===== config.mk =====
export PLATFORM = sky130hd
export DESIGN_NAME = square_wave_gen_multi
export DESIGN_NICKNAME = d
export VERILOG_FILES = /design/src/rtl/square_wave_gen_multi.sv
export SDC_FILE = /design/constraint.sdc
export NUM_CORES = 1
export LEC_CHECK = 0
export CORE_MARGIN = 2
export CORE_UTILIZATION = 40
export CTS_BUF_LIST = sky130_fd_sc_hd__clkbuf_4 sky130_fd_sc_hd__clkbuf_8
export CTS_CLUSTER_SIZE = 12
export DETAILED_ROUTE_END_ITERATION = 8
export GPL_TIMING_DRIVEN = 0
export PLACE_DENSITY = 0.57
export SYNTH_ARGS = -nofsm -noshare
export SYNTH_HDL_FRONTEND = slang
export SYNTH_SLANG_ARGS = --single-unit

===== constraint.sdc =====
create_clock -name clock -period 3.6 [get_ports clock]
set_input_delay 0.72 -clock clock [delete_from_list [all_inputs] [get_ports clock]]
set_output_delay 0.72 -clock clock [all_outputs]
set_load 0.1 [all_outputs]

===== src/rtl/square_wave_gen_multi.sv =====
// square_wave_gen_multi: C-channel programmable square/PWM generator.
// Each channel runs a HIGH/LOW phase FSM with its own active phase lengths.
// Reprogramming is glitch-free: a load strobe fills per-channel pending regs,
// which are copied into the active regs only at that channel's period boundary.
// Ports:
//   clock, reset       system clock, synchronous active-high reset
//   enable[C]          per-channel run enable
//   load               1-cycle strobe capturing hi_count/lo_count for all channels
//   hi_count/lo_count  C*N packed phase lengths, channel i at [i*N +: N]
//   outsignal[C]       registered wave output
//   max_count[C*N]     current phase counter per channel
//   period_done[C]     pulse on the last cycle of each channel's period
//   pending[C]         channel holds captured values not yet applied
// Optional feature macro COMPLEMENT_OUT_EN adds outsignal_n[C]: ~outsignal
// while the channel runs, 0 when idle or in reset.

module swg_chan #(
  parameter int N = 4
) (
  input  logic         clock,
  input  logic         reset,
  input  logic         enable,
  input  logic         load,
  input  logic [N-1:0] hi_in,
  input  logic [N-1:0] lo_in,
  output logic         out,
  output logic [N-1:0] cnt,
  output logic         period_done,
  output logic         pending
`ifdef COMPLEMENT_OUT_EN
  ,
  output logic         out_n
`endif
);
  typedef enum logic [1:0] {S_IDLE, S_HIGH, S_LOW} state_t;

  state_t       state_q, state_d;
  logic [N-1:0] cnt_q, cnt_d;
  logic [N-1:0] act_hi_q, act_hi_d, act_lo_q, act_lo_d;
  logic [N-1:0] pend_hi_q, pend_hi_d, pend_lo_q, pend_lo_d;
  logic         pending_q, pending_d;
  logic         out_q, out_d;
  logic [N-1:0] start_hi, start_lo;
  logic         hi_end, lo_end;

  assign hi_end = (state_q == S_HIGH) && (cnt_q == act_hi_q - N'(1));
  assign lo_end = (state_q == S_LOW)  && (cnt_q == act_lo_q - N'(1));
  // With no LOW phase the period ends with the HIGH phase.
  assign period_done = lo_end || (hi_end && (act_lo_q == '0));

  always_comb begin
    state_d   = state_q;
    cnt_d     = cnt_q;
    act_hi_d  = act_hi_q;
    act_lo_d  = act_lo_q;
    pend_hi_d = pend_hi_q;
    pend_lo_d = pend_lo_q;
    pending_d = pending_q;

    if (load) begin
      pend_hi_d = hi_in;
      pend_lo_d = lo_in;
      pending_d = 1'b1;
    end
    if (period_done) begin
      // A load landing on the boundary is applied directly, never left pending.
      if (load) begin
        act_hi_d = hi_in;
        act_lo_d = lo_in;
      end else if (pending_q) begin
        act_hi_d = pend_hi_q;
        act_lo_d = pend_lo_q;
      end
      pending_d = 1'b0;
    end else if (state_q == S_IDLE && pending_q) begin
      act_hi_d  = pend_hi_q;
      act_lo_d  = pend_lo_q;
      pending_d = load;
    end

    // A new period starts from the freshly applied values; IDLE starts from
    // the values already active.
    start_hi = period_done ? act_hi_d : act_hi_q;
    start_lo = period_done ? act_lo_d : act_lo_q;

    if (!enable) begin
      state_d = S_IDLE;
      cnt_d   = '0;
    end else if (state_q == S_IDLE || period_done) begin
      cnt_d = '0;
      if (start_hi != '0)      state_d = S_HIGH;
      else if (start_lo != '0) state_d = S_LOW;
      else                     state_d = S_IDLE;
    end else if (hi_end) begin
      state_d = S_LOW;
      cnt_d   = '0;
    end else begin
      cnt_d = cnt_q + N'(1);
    end

    out_d = (state_d == S_HIGH);
  end

  always_ff @(posedge clock) begin
    if (reset) begin
      state_q   <= S_IDLE;
      cnt_q     <= '0;
      act_hi_q  <= '0;
      act_lo_q  <= '0;
      pend_hi_q <= '0;
      pend_lo_q <= '0;
      pending_q <= 1'b0;
      out_q     <= 1'b0;
    end else begin
      state_q   <= state_d;
      cnt_q     <= cnt_d;
      act_hi_q  <= act_hi_d;
      act_lo_q  <= act_lo_d;
      pend_hi_q <= pend_hi_d;
      pend_lo_q <= pend_lo_d;
      pending_q <= pending_d;
      out_q     <= out_d;
    end
  end

  assign out     = out_q;
  assign cnt     = cnt_q;
  assign pending = pending_q;

`ifdef COMPLEMENT_OUT_EN
  logic out_n_q, out_n_d;
  assign out_n_d = (state_d == S_LOW);
  always_ff @(posedge clock) begin
    if (reset) out_n_q <= 1'b0;
    else       out_n_q <= out_n_d;
  end
  assign out_n = out_n_q;
`endif
endmodule

module square_wave_gen_multi #(
  parameter int N = 4,
  parameter int C = 2
) (
  input  logic           clock,
  input  logic           reset,
  input  logic [C-1:0]   enable,
  input  logic           load,
  input  logic [C*N-1:0] hi_count,
  input  logic [C*N-1:0] lo_count,
  output logic [C-1:0]   outsignal,
  output logic [C*N-1:0] max_count,
  output logic [C-1:0]   period_done,
  output logic [C-1:0]   pending
`ifdef COMPLEMENT_OUT_EN
  ,
  output logic [C-1:0]   outsignal_n
`endif
);
  for (genvar gi = 0; gi < C; gi++) begin : g_ch
    swg_chan #(.N(N)) u_ch (
      .clock       (clock),
      .reset       (reset),
      .enable      (enable[gi]),
      .load        (load),
      .hi_in       (hi_count[gi*N +: N]),
      .lo_in       (lo_count[gi*N +: N]),
      .out         (outsignal[gi]),
      .cnt         (max_count[gi*N +: N]),
      .period_done (period_done[gi]),
      .pending     (pending[gi])
`ifdef COMPLEMENT_OUT_EN
      ,
      .out_n       (outsignal_n[gi])
`endif
    );
  end
endmodule


==> qor.yml <==
status:
  status: "finished clean"
sta:
  finalHoldViolations: 0
  rsz0062_at_grt: "false"
  max_freq_mhz: 291
  maxSlewViolCount: 0
  tightestPinTransition_ps: 978
  fin_hold_ws_ps: 493
  skew_ps: 4.00
  finalWorstSetupSlack_ps: 159
  setup_viol: 0
  fin_crit_sh_pct: 95.6
  fin_crit_ps: 3440
  slew_headroom_pct: 34.6
layout:
  antennaDiodeCount: 0
  final_util_pct: 50.1
  ff_latch_area_um2: 961
  multiInputGateArea_um2: 1570
  nNetsFinal: 381
  drive_above_1_share_pct: 7.61
  syn2layout_area_growth_pct: 19.7
  nFillCells: 656
drt:
  vias: 2318
  first_iter_violations: 135
  viasPerCell: 5.37
  wl_per_cell_um: 15.0
  wl_um: 6470
  drc: 0
  drtAntennaViolNets: 0
  firstDrtPassIters: 4
grt:
  antenna_found_initial: 0
  top_usage_layer: "met1"
  gr-usage-met2_pct: 25.9
  use_met3_pct: 3.27
  grt_util_met1_pct: 26.9
  overflow: 0
  grt_start_max_net_pins: 14
  grt_pass1_vias: 2147
  grt_pass1_wl_um: 10600
  track_usage_pct: 17.8
clock_network:
  cts_max_level: 2
  cts.sinks: 48
  cts.path.max_buffers: 2
  cts_buffers: 5
  cts-root-buf: "clkbuf_8"
  clk_pin_slew_ps: 90
  clkLatencyLatePin_ps: 300
  cts_tree: "built"
  ctsHoldBuffers: 0
die:
  io_pins: 35
  fp-row-count: 29
  initial_core_util_pct: 41.8
  dieArea_um2: 7390
  die_h_um: 86.0
  die_x_um: 86.0
  coreArea_um2: 6420
run:
  cap_violations: 0
logic_synthesis:
  synthFlopType: "dfxtp_1"
  synth_edf_count: 0
  synthDistinctLibCells: 41
  synth.mux.area_fraction_pct: 12.3
  async_flop_share_pct: 0
  yosys_warnings: 0
  ys_seq_area_share_pct: 35.8
  synthCells: 314
  netlist.area_leader.share_pct: 35.8
  syn_area_per_cell_um2: 8.56
  synth_top_area_cell: "dfxtp_1"
  ys_ff_latch: 48
  syn_area_um2: 2690
  synth-xor-area-share_pct: 8.66
  synthAdderAreaFrac_pct: 2.79
  synth_compound_area_share_pct: 16.5
  synth.area.top_cells: "dfxtp_1 (36%), mux2i_1 (12%), a211oi_1 (5.9%)"
  synth-simple-area-share_pct: 17.7
  synth_top_family_by_area: "simple AND/OR/NAND/NOR gates"
  synth_fp_nets: 341
setup_path:
  endpoint_kind: "output pin"
  reg2reg_slack_ps: 1180
  cpMostUsedCell: "inv_1"
  critPathRequiredTime_ps: 2880
  crit_type: "register to output pin"
  cpMaxStageDelayCell: "buf_2"
  r2r-start: "g_ch[0].u_ch.act_hi_q[0]"
  cp_slowest_stage_delay_ps: 410
  crit_chain: "inv_1 -> ha_1 -> xnor2_1 -> nor4b_2 -> nand3_1 -> o21a_1 -> inv_1 -> buf_4 -> buf_2"
  worst-path-buf-inv: 4
  crit_arrival_ps: 2720
  r2r_end: "g_ch[0].u_ch.state_q[1]"
  reg2reg_depth: 8
  path_max_fanout: 7
  crit_family: "buffers and inverters"
  crit_path_start_kind: "register"
placed_design:
  dp_slack_ps: -348
  io_buffers: 33
  dpl.hpwl_um: 4810
  globalplace.congestion: 0.857
pwr:
  p_leak_nw: 1.20
  power_density_nw_per_um2: 348
  total_power_mw: 1.12
  peakVddDrop_mv: 0.143
worst_hold_path:
  hold_class: "register to register"
  whs_endpoint: "g_ch[1].u_ch.pend_hi_q[3]"
  holdPathStages: 2
  hold_start: "g_ch[1].u_ch.pend_hi_q[3]"
## state kept, by name (all words and copies together), names as in the netlist
name	flops
g_ch.u_ch.cnt	8
g_ch.u_ch.act_lo_q	8
g_ch.u_ch.act_hi_q	8
g_ch.u_ch.pend_lo_q	8
g_ch.u_ch.state_q	4
g_ch.u_ch.pending	2
g_ch.u_ch.out	2
g_ch.u_ch.pend_hi_q	8
## routing by layer
layer / vias to the layer above / wire length [um] / part of all wire [%]
met5: - / 0 / 0
met1: 1098 / 3430 / 53
li1: 1179 / - / -
met4: 0 / 57 / 0.88
met2: 37 / 2750 / 42
met3: 4 / 235 / 3.6
## synth_stat cells, types with 2 or more instances
cell,n
nand2_1,12
or4_1,2
nor3b_1,2
buf_4,6
nand3_1,8
o21ai_0,8
o2111ai_1,2
a211oi_1,21
and2_1,2
xnor2_1,16
nor3_1,8
or2_2,2
nand2b_1,9
buf_2,5
nor2_1,42
o21a_1,2
mux2i_1,33
clkbuf_1,9
inv_1,15
o211a_1,4
ha_1,6
a21oi_1,24
a41oi_1,2
xor2_1,8
nor2b_1,3
dfxtp_1,48
## kinds of logic after synthesis
kind of cell / after synthesis
compound gates: 67
xor+xnor: 25
fa+ha+maj: 6
buf+inv: 37
flops: 48
mux: 33
simple gates: 98
## final cells by class
| class | instances | area share [%] |
|---|---|---|
| clock buffer | 8 | 3.04 |
| sequential | 48 | 29.9 |
| buffer | 21 | 3.35 |
| tap | 77 | 3.00 |
| timing repair buffer | 33 | 10.0 |
| inverter | 16 | 1.87 |
| multi-input combinational | 229 | 48.8 |
## placed cells by master (no fill, tap or decap), types with 2 or more instances in the layout
master           netlist  final
or2_2                  2      2
inv_1                 15     15
nor3_1                 8      8
clkbuf_4               0      2
o21a_1                 2      2
mux2i_1               33     33
a41oi_1                2      2
nand2b_1               9      9
nor2b_1                3      3
and2_1                 2      2
clkbuf_8               0      6
ha_1                   6      6
nand2_1               12     12
xor2_1                 8      8
clkbuf_1               9      9
dfxtp_1               48     48
clkdlybuf4s50_1        0     31
xnor2_1               16     16
or4_1                  2      2
o21ai_0                8      8
a211oi_1              21     21
a21oi_1               24     24
o2111ai_1              2      2
buf_4                  6      7
nand3_1                8      8
o211a_1                4      4
nor2_1                42     42
nor3b_1                2      2
buf_2                  5      6
## worst register-to-register path: stages, from the launching register on
cell,delay [ps]
dfxtp_1,400
inv_1,80
ha_1,300
xnor2_1,140
nor4b_2,250
nand3_1,160
o21a_1,270
or4_1,540
and4_1,180
## power by group
| group | internal (mW) | switching (mW) |
|---|---|---|
| clock | 0.172 | 0.185 |
| sequential | 0.551 | 0.0190 |
| combinational | 0.0826 | 0.108 |
| total | 0.806 | 0.312 |
## worst max-delay path by stage
stage	slack, ps	startpoint	end	cells after the start
after floorplan	440	g_ch[1].u_ch.cnt[2]	period_done[1]	6
after global placement	-300	g_ch[1].u_ch.act_lo_q[0]	period_done[1]	9
after detailed placement	-350	g_ch[1].u_ch.act_lo_q[0]	period_done[1]	9
after CTS	20	g_ch[0].u_ch.act_hi_q[0]	period_done[0]	9
after global routing	8	g_ch[0].u_ch.act_hi_q[0]	period_done[0]	9
final	160	g_ch[0].u_ch.act_hi_q[0]	period_done[0]	9
## stage by stage
stage,setup TNS [ps],cell area (um2),std cells
2_1_floorplan,0,2690,314
3_3_place_gp,-540,3110,424
3_5_place_dp,-553,3110,424
4_1_cts,0,3210,432
5_1_grt,0,3220,432
6_report,0,3220,432
## timing repair
action / in CTS / in global routing
setup buffers: 0 / 0
setup endpoints to repair: 2 / 2
resized for setup: 7 / 3
Note: power is estimated with default switching activity, not from simulation.
==> variant (config.mk and constraints unchanged) <==
`C`: 2 -> 1.
--- a/src/rtl/square_wave_gen_multi.sv
+++ b/src/rtl/square_wave_gen_multi.sv
@@ -140,7 +140,7 @@
 
 module square_wave_gen_multi #(
   parameter int N = 4,
-  parameter int C = 2
+  parameter int C = 1
 ) (
   input  logic           clock,
   input  logic           reset,
Ports: changed (7 resized); port bits go from 35 to 19. The function was not compared with the original's and may differ.
==> variant against the unedited design <==
- routed wire length shrank 50%
- power shrank 52%
- clock power is 59% lower
- fmax up 0.50%
- sequential share of layout area is 1.2 points lower
- die area down 45%
- final area down 48%
- clock skew hardly changed
- first-iteration DRC count down 73%
- setup slack better by 17 ps
- global-route usage is 0.79 points lower
- synthesized area fell by 47%
- sequential cell count shrank 24
- critical path type unchanged
- critical endpoint is now period_done
==> variant: results (changes against the unedited design) <==
Power and ir drop
  – Leak: 0.606 nW (-49%)
  – Peak supply drop: 228 µV (+59%)

GRT
  – Tot GR Track Use: 17.0% (-0.79 points)
  – Largest net degree at the start of global routing: 14 (unchanged)
  – Global-route wire length before repair: 5490 µm (-48%)
  – Initial antenna violation count: 0 (unchanged)
  – Vias in the first global route: 1174 (-45%)

Drt
  – Top Metal Used: met4
  – Via density: 5.32 (-0.77%)
  – Initial DRC Count: 37 (-73%)
  – Met1 WL: 1570 µm (-54%)
  – TritonRoute pass-1 iters: 6 (+2)
  – DRT Wirelength: 3230 µm (-50%)
  – Routed met3 length: 137 µm (-42%)
  – DR WL met2: 1480 µm (-46%)
  – Drt wl/cell: 14.3 µm (-4.2%)

Timing
  – Clk_skew: 3.70 ps (-0.302 ps)
  – Worst slew margin: 35.8% (+1.2 points)
  – Final Cycle Share: 95.1% (-0.48 points)

Synthesis
  – Ranking of synthesized cells by area: dfxtp_1 34%, mux2i_1 8.4%, a211oi_1 8.4%
  – Register area share after synthesis: 33.7% (-2.1 points)
  – Syn Nets: 174 (-49%)
  – Syn Area/Cell: 8.98 µm² (+5.0%)
  – Most common library cells after synthesis: 24 x dfxtp_1, 19 x nor2_1, 16 x a211oi_1
  – Synth cell types: 39 (-4.9%)

Placement
  – Worst slack at placement: -176 ps (+173 ps)
  – # port buffers: 16 (-52%)
  – DP Wirelength: 2380 µm (-50%)
  – Placed insts: 221 (-48%)
  – RePlAce Congestion: 0.866 (+1.1%)

Setup path
  – Largest stage delay on the critical path: 460 ps (+50 ps)
  – CP Max Fanout: 10 (+3)
  – Crit path DAT: 2700 ps (-20 ps)
  – CP max stage cell: dfxtp_1

CTS
  – Clk root buf: clkbuf_4
  – Clock latency on the worst-skew pair: 320 ps (+20 ps)
  – # H-tree levels: 1 (-1)

Layout
  – Nets: 195 (-49%)
  – # fillers: 332 (-49%)
  – Layout cells sized above 1: 10.1% (+2.5 points)

Outcome
  – Status: completed
variant: final timing paths:
kind / from / end / slack (ps) / cells past startpoint
worst min-delay path: g_ch[0].u_ch.pend_hi_q[2]$_SDFFE_PP0P_ / g_ch[0].u_ch.pend_hi_q[2]$_SDFFE_PP0P_ / 500 / 2
worst max-delay path: g_ch[0].u_ch.act_lo_q[0]$_SDFF_PP0_ / period_done / 180 / 8
worst min register to register: g_ch[0].u_ch.pend_hi_q[2]$_SDFFE_PP0P_ / g_ch[0].u_ch.pend_hi_q[2]$_SDFFE_PP0P_ / 500 / 2
worst max register to register: g_ch[0].u_ch.act_lo_q[0]$_SDFF_PP0_ / g_ch[0].u_ch.state_q[0]$_SDFF_PP0_ / 1310 / 9
variant: routing by layer:
metal	up-vias	GRT usage [%]
li1	600	-
met1	562	21.2
met2	32	28.8
met3	4	4.23
met4	0	5.16
met5	-	0
variant: layout make-up:
type / count / share of cell area, %
multi-input combinational: 117 / 48.7
sequential: 24 / 28.7
timing repair buffer: 16 / 9.25
buffer: 10 / 6.04
tap: 46 / 3.43
clock buffer: 4 / 2.16
inverter: 8 / 1.79
variant: repair_timing:
item / 4_1_cts / 5_1_grt
endpoints found under the setup margin: 1 / 1
cloned: 0 / 0
resized for setup: 3 / 2
variant: metrics by stage:
stage               setup TNS [ps]  utilization, %  area (µm²)
finish                           0            49.5        1680
detailed placement            -176            48.5        1650
CTS                              0            49.6        1680
global route                     0            49.5        1680
floorplan                        0               -        1430
global placement              -145            48.5        1650
variant: kinds of logic (layout without fill, tap and decap cells):
group / Yosys count / after routing / synth area share, %
AND/OR/NAND/NOR: 51 / 51 / 18.7
AO/OA/AOI/OAI: 38 / 38 / 18.9
flip-flops: 24 / 24 / 33.7
buffers and inverters: 18 / 38 / 9.20
XOR/XNOR: 13 / 13 / 8.50
multiplexers: 12 / 12 / 8.41
adder cells (fa/ha/maj): 3 / 3 / 2.63
variant: worst reg2reg max path: stages, from the launching register on:
cell	delay [ps]
dfxtp_1	460
inv_1	110
ha_1	230
xnor2_1	240
o2111ai_1	140
a2111oi_2	370
or2_4	230
buf_8	140
mux2i_1	190
a21oi_1	90
variant: where the power goes:
part / switching, mW / internal (mW) / leakage, nW
Clock: 0.0856 / 0.0618 / 0.0210
Combinational: 0.0559 / 0.0471 / 0.389
Sequential: 0.00955 / 0.276 / 0.196
Total: 0.151 / 0.385 / 0.606
